### config.mk
export PLATFORM = sky130hd
export DESIGN_NAME = vga_rx_capture
export DESIGN_NICKNAME = d
export VERILOG_FILES = /design/src/rtl/vga_rx_capture.sv
export SDC_FILE = /design/constraint.sdc
export NUM_CORES = 1
export LEC_CHECK = 0
export CORE_ASPECT_RATIO = 2
export CORE_MARGIN = 3
export CORE_UTILIZATION = 55
export DETAILED_ROUTE_END_ITERATION = 8
export PLACE_DENSITY_LB_ADDON = 0.3
export SLEW_MARGIN = 20
export SYNTH_ARGS = -nofsm -noshare
export SYNTH_HDL_FRONTEND = slang
export SYNTH_SLANG_ARGS = --single-unit
### constraint.sdc
create_clock -name clk_i -period 6.15 [get_ports clk_i]
set_clock_uncertainty 0.15 [all_clocks]
set_input_delay 0.9225 -clock clk_i [delete_from_list [all_inputs] [get_ports clk_i]]
set_output_delay 0.9225 -clock clk_i [all_outputs]
set_load 0.02 [all_outputs]
### src/rtl/vga_rx_capture.sv
// VGA receive side: recovers pixel coordinates from hs/vs edges, locks onto the nominal
// timing and emits captured pixels. Define VGA_RX_CRC_EN to add a per-frame CRC-16 of captured pixels.
module vga_rx_capture #(
    parameter int H_ACTIVE = 640,
    parameter int H_SYNC   = 96,
    parameter int H_BP     = 48,
    parameter int H_TOTAL  = 800,
    parameter int V_ACTIVE = 480,
    parameter int V_SYNC   = 2,
    parameter int V_BP     = 33,
    parameter int V_TOTAL  = 525
) (
    input  logic        clk_i,
    input  logic        rst_i,
    input  logic        pxl_en_i,
    input  logic        hs_i,
    input  logic        vs_i,
    input  logic [7:0]  r_i,
    input  logic [7:0]  g_i,
    input  logic [7:0]  b_i,
    output logic        pix_valid_o,
    output logic [9:0]  x_o,
    output logic [9:0]  y_o,
    output logic [23:0] pix_o,
    output logic        frame_start_o,
    output logic        locked_o,
    output logic        err_o
`ifdef VGA_RX_CRC_EN
    ,
    output logic [15:0] crc_o,
    output logic        crc_valid_o
`endif
);

    localparam logic [9:0] L_H_LAST = 10'(H_TOTAL - 1);
    localparam logic [9:0] L_V_LAST = 10'(V_TOTAL - 1);
    localparam logic [9:0] L_H_LO   = 10'(H_SYNC + H_BP);
    localparam logic [9:0] L_H_HI   = 10'(H_SYNC + H_BP + H_ACTIVE - 1);
    localparam logic [9:0] L_V_LO   = 10'(V_SYNC + V_BP);
    localparam logic [9:0] L_V_HI   = 10'(V_SYNC + V_BP + V_ACTIVE - 1);
    localparam logic [9:0] L_SAT    = 10'h3FF;

    typedef enum logic [1:0] {SEARCH, ALIGN, LOCKED} state_t;

    state_t     r_state;
    logic [9:0] r_h_cnt, r_v_cnt;
    logic       r_hs_prev, r_vs_prev, r_line_bad;

    logic       w_hs_edge, w_vs_edge, w_line_fail, w_frame_fail, w_active;
    logic [9:0] w_h_nxt, w_v_nxt, w_x, w_y;

    assign w_hs_edge    = pxl_en_i & ~hs_i & r_hs_prev;
    // vs is only qualified at hs edges, against its value at the previous hs edge
    assign w_vs_edge    = w_hs_edge & ~vs_i & r_vs_prev;
    assign w_h_nxt      = w_hs_edge ? 10'd0 : (r_h_cnt == L_SAT) ? r_h_cnt : r_h_cnt + 10'd1;
    assign w_v_nxt      = !w_hs_edge ? r_v_cnt : w_vs_edge ? 10'd0 :
                          (r_v_cnt == L_SAT) ? r_v_cnt : r_v_cnt + 10'd1;
    assign w_line_fail  = w_hs_edge && (r_h_cnt != L_H_LAST);
    assign w_frame_fail = w_vs_edge && (r_v_cnt != L_V_LAST);
    assign w_active     = (w_h_nxt >= L_H_LO) && (w_h_nxt <= L_H_HI) &&
                          (w_v_nxt >= L_V_LO) && (w_v_nxt <= L_V_HI);
    assign w_x          = w_h_nxt - L_H_LO;
    assign w_y          = w_v_nxt - L_V_LO;

`ifdef VGA_RX_CRC_EN
    localparam logic [9:0] L_X_LAST = 10'(H_ACTIVE - 1);
    localparam logic [9:0] L_Y_LAST = 10'(V_ACTIVE - 1);

    logic [15:0] r_crc_acc;
    logic        r_crc_pend;
    logic [15:0] w_crc_seed, w_crc_nxt;

    function automatic logic [15:0] crc_byte(input logic [15:0] c, input logic [7:0] d);
        logic [15:0] t;
        t = c ^ {d, 8'h00};
        for (int i = 0; i < 8; i++) t = t[15] ? ((t << 1) ^ 16'h1021) : (t << 1);
        return t;
    endfunction

    assign w_crc_seed = (w_x == 10'd0 && w_y == 10'd0) ? 16'hFFFF : r_crc_acc;
    assign w_crc_nxt  = crc_byte(crc_byte(crc_byte(w_crc_seed, r_i), g_i), b_i);
`endif

    always_ff @(posedge clk_i) begin
        if (rst_i) begin
            r_state       <= SEARCH;
            r_h_cnt       <= '0;
            r_v_cnt       <= '0;
            r_hs_prev     <= 1'b1;
            r_vs_prev     <= 1'b1;
            r_line_bad    <= 1'b0;
            pix_valid_o   <= 1'b0;
            x_o           <= '0;
            y_o           <= '0;
            pix_o         <= '0;
            frame_start_o <= 1'b0;
            locked_o      <= 1'b0;
            err_o         <= 1'b0;
`ifdef VGA_RX_CRC_EN
            r_crc_acc     <= 16'hFFFF;
            r_crc_pend    <= 1'b0;
            crc_o         <= '0;
            crc_valid_o   <= 1'b0;
`endif
        end else begin
            pix_valid_o   <= 1'b0;
            frame_start_o <= 1'b0;
            err_o         <= 1'b0;
`ifdef VGA_RX_CRC_EN
            crc_valid_o   <= 1'b0;
`endif
            if (pxl_en_i) begin
                r_hs_prev <= hs_i;
                if (w_hs_edge) r_vs_prev <= vs_i;
                r_h_cnt <= w_h_nxt;
                r_v_cnt <= w_v_nxt;
                case (r_state)
                    SEARCH: begin
                        if (w_vs_edge) begin
                            r_state    <= ALIGN;
                            r_line_bad <= 1'b0;
                        end
                    end
                    ALIGN: begin
                        // frame check first; a line failure earlier in the frame blocks lock
                        if (w_vs_edge) begin
                            if (w_frame_fail || w_line_fail) begin
                                err_o <= 1'b1;
                            end else if (!r_line_bad) begin
                                r_state  <= LOCKED;
                                locked_o <= 1'b1;
                            end
                            r_line_bad <= 1'b0;
                        end else if (w_line_fail) begin
                            err_o      <= 1'b1;
                            r_line_bad <= 1'b1;
                        end
                    end
                    LOCKED: begin
                        if (w_frame_fail || w_line_fail) begin
                            err_o    <= 1'b1;
                            r_state  <= SEARCH;
                            locked_o <= 1'b0;
                        end else if (w_active) begin
                            pix_valid_o   <= 1'b1;
                            x_o           <= w_x;
                            y_o           <= w_y;
                            pix_o         <= {r_i, g_i, b_i};
                            frame_start_o <= (w_x == 10'd0) && (w_y == 10'd0);
`ifdef VGA_RX_CRC_EN
                            r_crc_acc <= w_crc_nxt;
                            if (w_x == L_X_LAST && w_y == L_Y_LAST) r_crc_pend <= 1'b1;
`endif
                        end
                    end
                    default: r_state <= SEARCH;
                endcase
`ifdef VGA_RX_CRC_EN
                if (w_vs_edge && r_crc_pend) begin
                    crc_o       <= r_crc_acc;
                    crc_valid_o <= 1'b1;
                    r_crc_pend  <= 1'b0;
                end
`endif
            end
        end
    end

endmodule

After elaboration in Yosys (flattened, before gate mapping)
Index checks and enable logic that the tools add are counted.

Bits in registers: 73. Logic and storage cells: 88.

Add/sub/neg operators: 4. $lt $le $gt $ge: 4. Eq/ne operators: 12. Multiplexer cells: 25. Bitwise operators: 10. Reduce and logical (&&, ||, !) cells: 20.

Operator list (count): 10-bit two-way mux (5); 10-bit by 1-bit adder with 10-bit output, second input constant (2); 10-bit == test, second input constant (2); 10-bit <= comparator, second input constant (2); 10-bit zero test (2); 10-bit inequality test, second input constant (2); 6-bit AND reduction (2); 1-bit two-way mux (11); 10-bit by 6-bit >= comparator with 1-bit output, second input constant (1); 10-bit by 8-bit >= comparator with 1-bit output, second input constant (1); 2-bit two-way mux (5); 2-bit inequality test, second input constant (5); 10-bit by 6-bit subtractor with 10-bit output, second input constant (1); 10-bit by 8-bit subtractor with 10-bit output, second input constant (1); 4-bit AND reduction (2); 1-bit logical AND (6); 1-bit NOT (6); 1-bit one-hot mux with 2 select lines (3); 2-bit one-hot mux with 3 select lines (1); 5-bit OR reduction (1); 1-bit AND (4); 2-bit nonzero test (2); 4-bit OR reduction (1); 3-bit inequality test, second input constant (1); 6 further kinds (6).

Logic depth before layout (Yosys ltp)
Gate-level depths: netlist of run 1.

Word-level depth: 12. Gate-level depth with buffers: 16. Gate-level depth less buffers: 13.

Least setup slack after synthesis of run 1
Ideal clock, no wire load.

Kind: input port to flip-flop. From: in pxl_en_i. To: reg y_o[6]. Library setup time: 0.132 ns. Data arrival time: 3.515 ns. Data required time: 5.868 ns. Path slack: 2.352 ns. Cell stages on the path: 14. Path through: buf_4 > and3b_1 > buf_4 > clkbuf_1 > a21oi_1 > o21ai_0 > ha_1 > o2111ai_1 > or4_1 > a211oi_2 > buf_6 > buf_12 > mux2i_1 > nor2_1.

Cells in the longest elaborated chain, start to end: 10. Elaborated cells between the ends (all ways): 20. Classes of those cells: 1 x add/sub; 4 x order compare; 3 x mux; 5 x bitwise; 7 x reduce/logical.

Ends and longest elaborated chain: start: declaration (line 15) `input logic pxl_en_i,`; 1-bit AND (2 in series) (line 52) `assign w_hs_edge = pxl_en_i & ~hs_i & r_hs_prev;`; 1-bit AND (2 in series) (line 54) `assign w_vs_edge = w_hs_edge & ~vs_i & r_vs_prev;`; 10-bit two-way mux (2 in series) (line 56) `assign w_v_nxt = !w_hs_edge ? r_v_cnt : w_vs_edge ? 10'd0 :`; 10-bit by 6-bit >= comparator with 1-bit output (line 61) `(w_v_nxt >= L_V_LO) && (w_v_nxt <= L_V_HI);`; 1-bit logical AND (line 60) `assign w_active = (w_h_nxt >= L_H_LO) && (w_h_nxt <= L_H_HI) &&`; 1-bit logical AND (line 61); 4-bit AND reduction (no source line); end signal: assignment (line 147) `y_o <= w_y;`; end: declaration (line 23) `output logic [9:0] y_o,`.

Several ways; a longest one is shown, not always the timed one. A chain may end at the register's enable or synchronous reset.

Worst setup path after layout of run 1
From: in pxl_en_i. To: reg frame_start_o.

Cells in the longest elaborated chain, start to end: 11. Elaborated cells between the ends (all ways): 25. Classes of those cells: 2 x add/sub; 4 x order compare; 3 x mux; 6 x bitwise; 10 x reduce/logical.

Ends and longest elaborated chain: 1-bit AND (2 in series) (line 52); 1-bit AND (2 in series) (line 54); 10-bit two-way mux (2 in series) (line 56); 10-bit by 6-bit >= comparator with 1-bit output (line 61); 1-bit logical AND (line 60); 1-bit logical AND (line 61); 1-bit NOT (no source line); 5-bit OR reduction (no source line); end signal: assignment (line 149) `frame_start_o <= (w_x == 10'd0) && (w_y == 10'd0);`; end: declaration (line 25) `output logic frame_start_o,`.

Several ways; a longest one is shown, not always the timed one.

==> results of run 1 <==
[state kept, by name (all words and copies together) (netlist names)]
signal / count
pix_o: 24
frame_start_o: 1
err_o: 1
locked_o: 1
r_h_cnt: 10
pix_valid_o: 1
y_o: 10
r_line_bad: 1
r_v_cnt: 10
r_state: 2
r_vs_prev: 1
r_hs_prev: 1
x_o: 10
[cell usage in the layout, fill, tap and decap left out, types with 3 or more instances in the layout]
cell and instances:
a31oi_1 6, a21o_1 3, a211oi_1 3, xnor2_1 6
and2_1 5, clkdlybuf4s50_1 75, nand3_1 17, a21oi_1 19
o21ai_0 8, dfxtp_1 73, xor2_1 6, o2111ai_1 3
buf_4 4, ha_1 12, nand2_1 24, nor2b_1 3
and4b_1 3, nand4_1 13, o211ai_1 6, nor2_2 8
inv_1 13, nor4_1 5, a211oi_2 7, nor2_1 74
a211o_1 4, mux2i_1 43, clkbuf_16 9, nor3_1 5
and3_1 9
[final timing paths]
path	startpoint	end
setup / recovery	pxl_en_i	frame_start_o
hold / removal	x_o[0]	x_o[0]
setup reg to reg	r_hs_prev	frame_start_o
hold reg to reg	x_o[0]	x_o[0]
[worst max-delay path: stages]
cell	delay [ns]
clkdlybuf4s50_1	0.46
buf_4	0.24
and3b_1	0.70
nand4_1	0.17
o211ai_1	0.61
nand3_1	0.24
or4_1	0.64
a211oi_4	0.30
buf_4	0.42
and2_1	0.23
and4bb_1	0.19
[layer usage]
metal | vias up | wire length (µm) | track usage (%)
li1 | 1778 | - | -
met1 | 1734 | 3970 | 27.85
met2 | 131 | 5929 | 48.01
met3 | 37 | 463 | 5.263
met4 | 0 | 485 | 15.21
met5 | - | 0 | 0
[power by group through the flow]
stage               clock (mW)  sequential [mW]  combinational, mW
CTS                      0.568            0.479             0.0609
finish                   0.556            0.479             0.0614
global placement             0            0.489             0.0594
detailed placement           0            0.489             0.0604
global route             0.581            0.479             0.0667
floorplan                    0            0.489             0.0339
[layout make-up]
class                      count  share of cell area, %
multi-input combinational    343                  46.21
sequential                    73                  28.80
timing repair buffer          80                  15.49
clock buffer                   9                  4.439
tap                           90                  2.219
clock inverter                 7                  1.874
inverter                      13                 0.9618
[kinds of logic (layout without fill, tap and decap cells)]
family          Yosys count  after routing  share of synthesized area (%)
mux                      44             44                          10.84
buf+inv                  46            109                          6.728
simple gates            185            185                          23.10
fa+ha+maj                12             12                          3.687
compound gates           90             90                          17.17
xor+xnor                 12             12                          2.581
flops                    73             73                          35.88
[stage by stage]
stage                     total power, mW  utilization, %  instance area [µm²]
after floorplan                    0.5225               -                 4073
after global placement             0.5484           67.44                 4753
after detailed placement           0.5497           67.44                 4753
after CTS                           1.107           71.99                 5074
after global routing                1.127           71.99                 5074
final                               1.097           71.99                 5074
==> out/results.ini, run 1 <==
[floorplanning]
num_rows=43
core-area_um2=7048
io_pins=77
dieArea_um2=8536
initial_core_util_pct=57.78
die_x_um=66.85
die_y_um=127.7

[timing]
tns_ns=0
worstMarginPinSlew_ns=0.7614
holdWs_ns=0.3331
rsz0062_at_grt=false
fmax_mhz=199.9
period_share_pct=81.36
finalHoldViolations=0
finalSetupViolations=0
post-route-min-period_ns=5.004
finalMaxSlewViolations=0
relSlewSlack_pct=49.24
fin_ws_ns=1.146

[global_routing]
grt_max_degree=70
antenna_found_initial=0
grt_pass1_wl_mm=17.35
track_usage_pct=26.77
grt_pass1_vias=3636
grt.overflow.total=0

[worst_setup_path]
start_kind=primary input
cp.arrival_ns=5.13
ff2ff_setup_slack_ns=2.08
critPathRequiredTime_ns=6.28
critPathKind=primary input to flip-flop
cp_max_fo=27
rr_worst_depth=9
endpoint_kind=flip-flop

[place]
dp_hpwl_mm=7.926
place_congestion=0.9713
pre_cts_ws_ns=0.8964
port_buffers=76
dp_cells=599

[layout]
multi_input_area_um2=2345
drive_gt1_share_pct=9.333
fillCellCount=558
fin_cells=615
ff_latch_area_um2=1461
nets=561
antenna_cells=0
area_growth_pct=24.58

[clocking]
cts_buffers=9
post-cts-setup-buffer-count=0
clkTransAtPathRegs_ns=0.05
cts_resized=0
clock-sinks=73
cts_tree=yes
h-tree-depth=3
cts_max_path_buffers=2
clockRootBuffer=clkbuf_16
clk_latency_ns=0.34
holdBufCountCts=0

[routing]
postRouteAntennaNets=0
drt_iter0_drc=307
drc=0
vias=3680
viasPerCell=5.984
wirelength_mm=10.85
routedWlPerCell_um=17.64
drt_pass1_iterations=5

[pwr]
seq_power_share_pct=43.7
p_per_area_nw_per_um2=216.2
p_clk_share_pct=50.7
ir_drop_v=0.0002889
net-switching-power_mw=0.2392
switching_share_pct=21.81
intPower_mw=0.8576
combPwrFrac_pct=5.6
leakagePower_nw=1.849

[synth]
yosysSeqAreaShare_pct=35.88
netlist.area_leader.share_pct=35.88
synth_area_leaders=dfxtp_1, mux2i_1, nor2_1
synth_nets=503
synth.distinct_cells=68
synth_common_cells=nor2_1, dfxtp_1, mux2i_1, nand2_1, clkbuf_1
async_reset_ff_share_pct=0
synthCells=462
synth_top_area_cell=dfxtp_1
syn_area_per_cell_um2=8.815
synth_seq_cells=73
synth_edf_count=0
yosys_most_used_dff=dfxtp_1
yosys_warnings=0
syn_area_um2=4073
synth.most_common_cell=nor2_1

[job]
maxCapViolCount=0

[run_status]
status=finished clean

[min_path]
hold_depth=2
worstHoldPathType=flip-flop to flip-flop

Power figures use the tool's default switching activity.
==> run 2: changes to the inputs <==
--- a/config.mk
+++ b/config.mk
@@ -7,7 +7,7 @@
 export LEC_CHECK = 0
 export CORE_ASPECT_RATIO = 2
 export CORE_MARGIN = 3
-export CORE_UTILIZATION = 55
+export CORE_UTILIZATION = 47
 export DETAILED_ROUTE_END_ITERATION = 8
 export PLACE_DENSITY_LB_ADDON = 0.3
 export SLEW_MARGIN = 20
==> constraint.sdc (replaced) <==
create_clock -name clk_i -period 4.17 [get_ports clk_i]
set_clock_uncertainty 0.15 [all_clocks]
set_input_delay 0.6255 -clock clk_i [delete_from_list [all_inputs] [get_ports clk_i]]
set_output_delay 0.6255 -clock clk_i [all_outputs]
set_load 0.02 [all_outputs]
==> run 2 against run 1 <==
  * Critical path depth did not move
  * Total power rose by 40%
  * Setup slack got worse by 0.72 ns
  * Critical endpoint is now pix_o[1]
  * Highest routed layer unchanged
==> out/results.ini, run 2 (same netlist as run 1, synthesis figures left out) <==
[layout]
nets=581
final_common_cell=clkdlybuf4s50_1
largest_reg_flops=24
ff_latch_area_um2=1461
regMostFlops=pix_o
area_growth_pct=27.96
final_cell_mix=clkdlybuf4s50_1, nor2_1, dfxtp_1, mux2i_1, nand2_1
drive_gt1_share_pct=12.18
fillCellCount=735
fin_area_um2=5211
antenna_cells=0
multi_input_area_um2=2345

[place]
dp_hpwl_mm=8.471
place_congestion=0.9228
port_buffers=76
place_area_um2=4938

[global_routing]
grt_max_degree=69
antenna_found_initial=0
grt.overflow.total=0
track_usage_pct=23.45
grt_pass1_vias=3858
grt_pass1_wl_mm=17.99

[floorplanning]
core-area_um2=8351
initial_core_util_pct=48.77
io_pins=77
dieArea_um2=9886
die_y_um=137.6
num_rows=47
die_x_um=71.82

[clocking]
post-cts-setup-buffer-count=0
h-tree-depth=3
clk_latency_ns=0.34
cts_max_path_buffers=2
clockRootBuffer=clkbuf_16
holdBufCountCts=0
clock-sinks=73
clkTransAtPathRegs_ns=0.05
cts_tree=yes
cts_buffers=9
cts_resized=0

[min_path]
worstHoldPathType=flip-flop to flip-flop
hold_path_end=x_o[0]
worstHoldStart=x_o[0]
hold_depth=2

[routing]
drt_pass1_iterations=5
routedWlPerCell_um=17.49
vias=3739
postRouteAntennaNets=0
wirelength_mm=11.19
drc=0
drt_iter0_drc=153
viasPerCell=5.842

[timing]
tns_ns=0
rsz0062_at_grt=false
worstMarginPinSlew_ns=0.7334
finalSetupViolations=0
finalHoldViolations=0
fmax_mhz=266.9
period_share_pct=89.85
post-route-min-period_ns=3.747
finalMaxSlewViolations=0
relSlewSlack_pct=51.11

[worst_setup_path]
critPathBufInv=3
r2r-end=pix_o[1]
critical-path-slowest-cell=or4_1
crit_family=simple AND/OR/NAND/NOR gates
ff2ff_setup_slack_ns=0.49
r2r_start=r_v_cnt[1]
critPathKind=primary input to flip-flop
rr_worst_depth=12
endpoint_kind=flip-flop
critPathRequiredTime_ns=4.22
cp.arrival_ns=3.79
cpPeakStageDelay_ns=0.58
cp_max_fo=36
start_kind=primary input
crit_chain=clkdlybuf4s50_1 -> and3b_1 -> buf_4 -> a31oi_1 -> a211o_1 -> nand2_1 -> or4_1 -> a211oi_4 -> buf_12 -> mux2i_1 -> nor2_1

[pwr]
leakagePower_nw=1.928
ir_drop_v=0.0002694
p_per_area_nw_per_um2=294.0

[job]
maxCapViolCount=0

[run_status]
status=finished clean

run 2: changes by cell type in the layout (fill, tap and decap cells not counted), sizes merged:
cell    delta
clkinv     -2
bufinv     -1
buf       +20
run 2: layout make-up:
| type | count | area share (%) |
|---|---|---|
| clock buffers | 9 | 4.322 |
| clock inverters | 4 | 0.9124 |
| inverters | 13 | 0.9364 |
| flip-flops and latches | 73 | 28.04 |
| well taps | 98 | 2.353 |
| multi-input cells | 343 | 44.99 |
| repair buffers | 100 | 18.44 |
run 2: per-layer routing:
metal / vias up / routed length (µm) / GRT usage, %
li1: 1814 / - / -
met1: 1763 / 3906 / 21.69
met2: 115 / 6153 / 42.98
met3: 47 / 497 / 6.282
met4: 0 / 636 / 16.63
met5: - / 0 / 0
run 2: where the power goes:
group	total (mW)	switching (mW)	internal [mW]
Sequential	0.707	0.00481	0.702
Clock	0.727	0.277	0.450
Combinational	0.0985	0.0522	0.0463
Total	1.53	0.334	1.20
run 2: worst min-delay path, cell delays in order, from the launching register on:
cell	delay, ns
dfxtp_1	0.31
nand2b_1	0.08
a21oi_2	0.05
run 2: how the worst max path moves through the flow:
stage	startpoint	end	depth (start not counted)
6_report	pxl_en_i	pix_o[1]	11
5_1_grt	pxl_en_i	pix_o[10]	11
4_1_cts	pxl_en_i	pix_o[10]	11
3_5_place_dp	pxl_en_i	pix_o[1]	11
3_3_place_gp	hs_i	x_o[1]	11
2_1_floorplan	pxl_en_i	y_o[6]	14
run 2: metrics by stage:
step	hold WS (ns)	power, mW	std cells	setup WS, ns	utilization, %
floorplan	0.3046	0.7706	462	0.6693	-
global placement	0.3163	0.8172	627	0.1267	59.14
detailed placement	0.3240	0.8191	627	0.08461	59.14
CTS	0.3336	1.547	640	0.4254	62.41
global route	0.3761	1.578	640	0.1965	62.41
finish	0.3308	1.532	640	0.4235	62.41
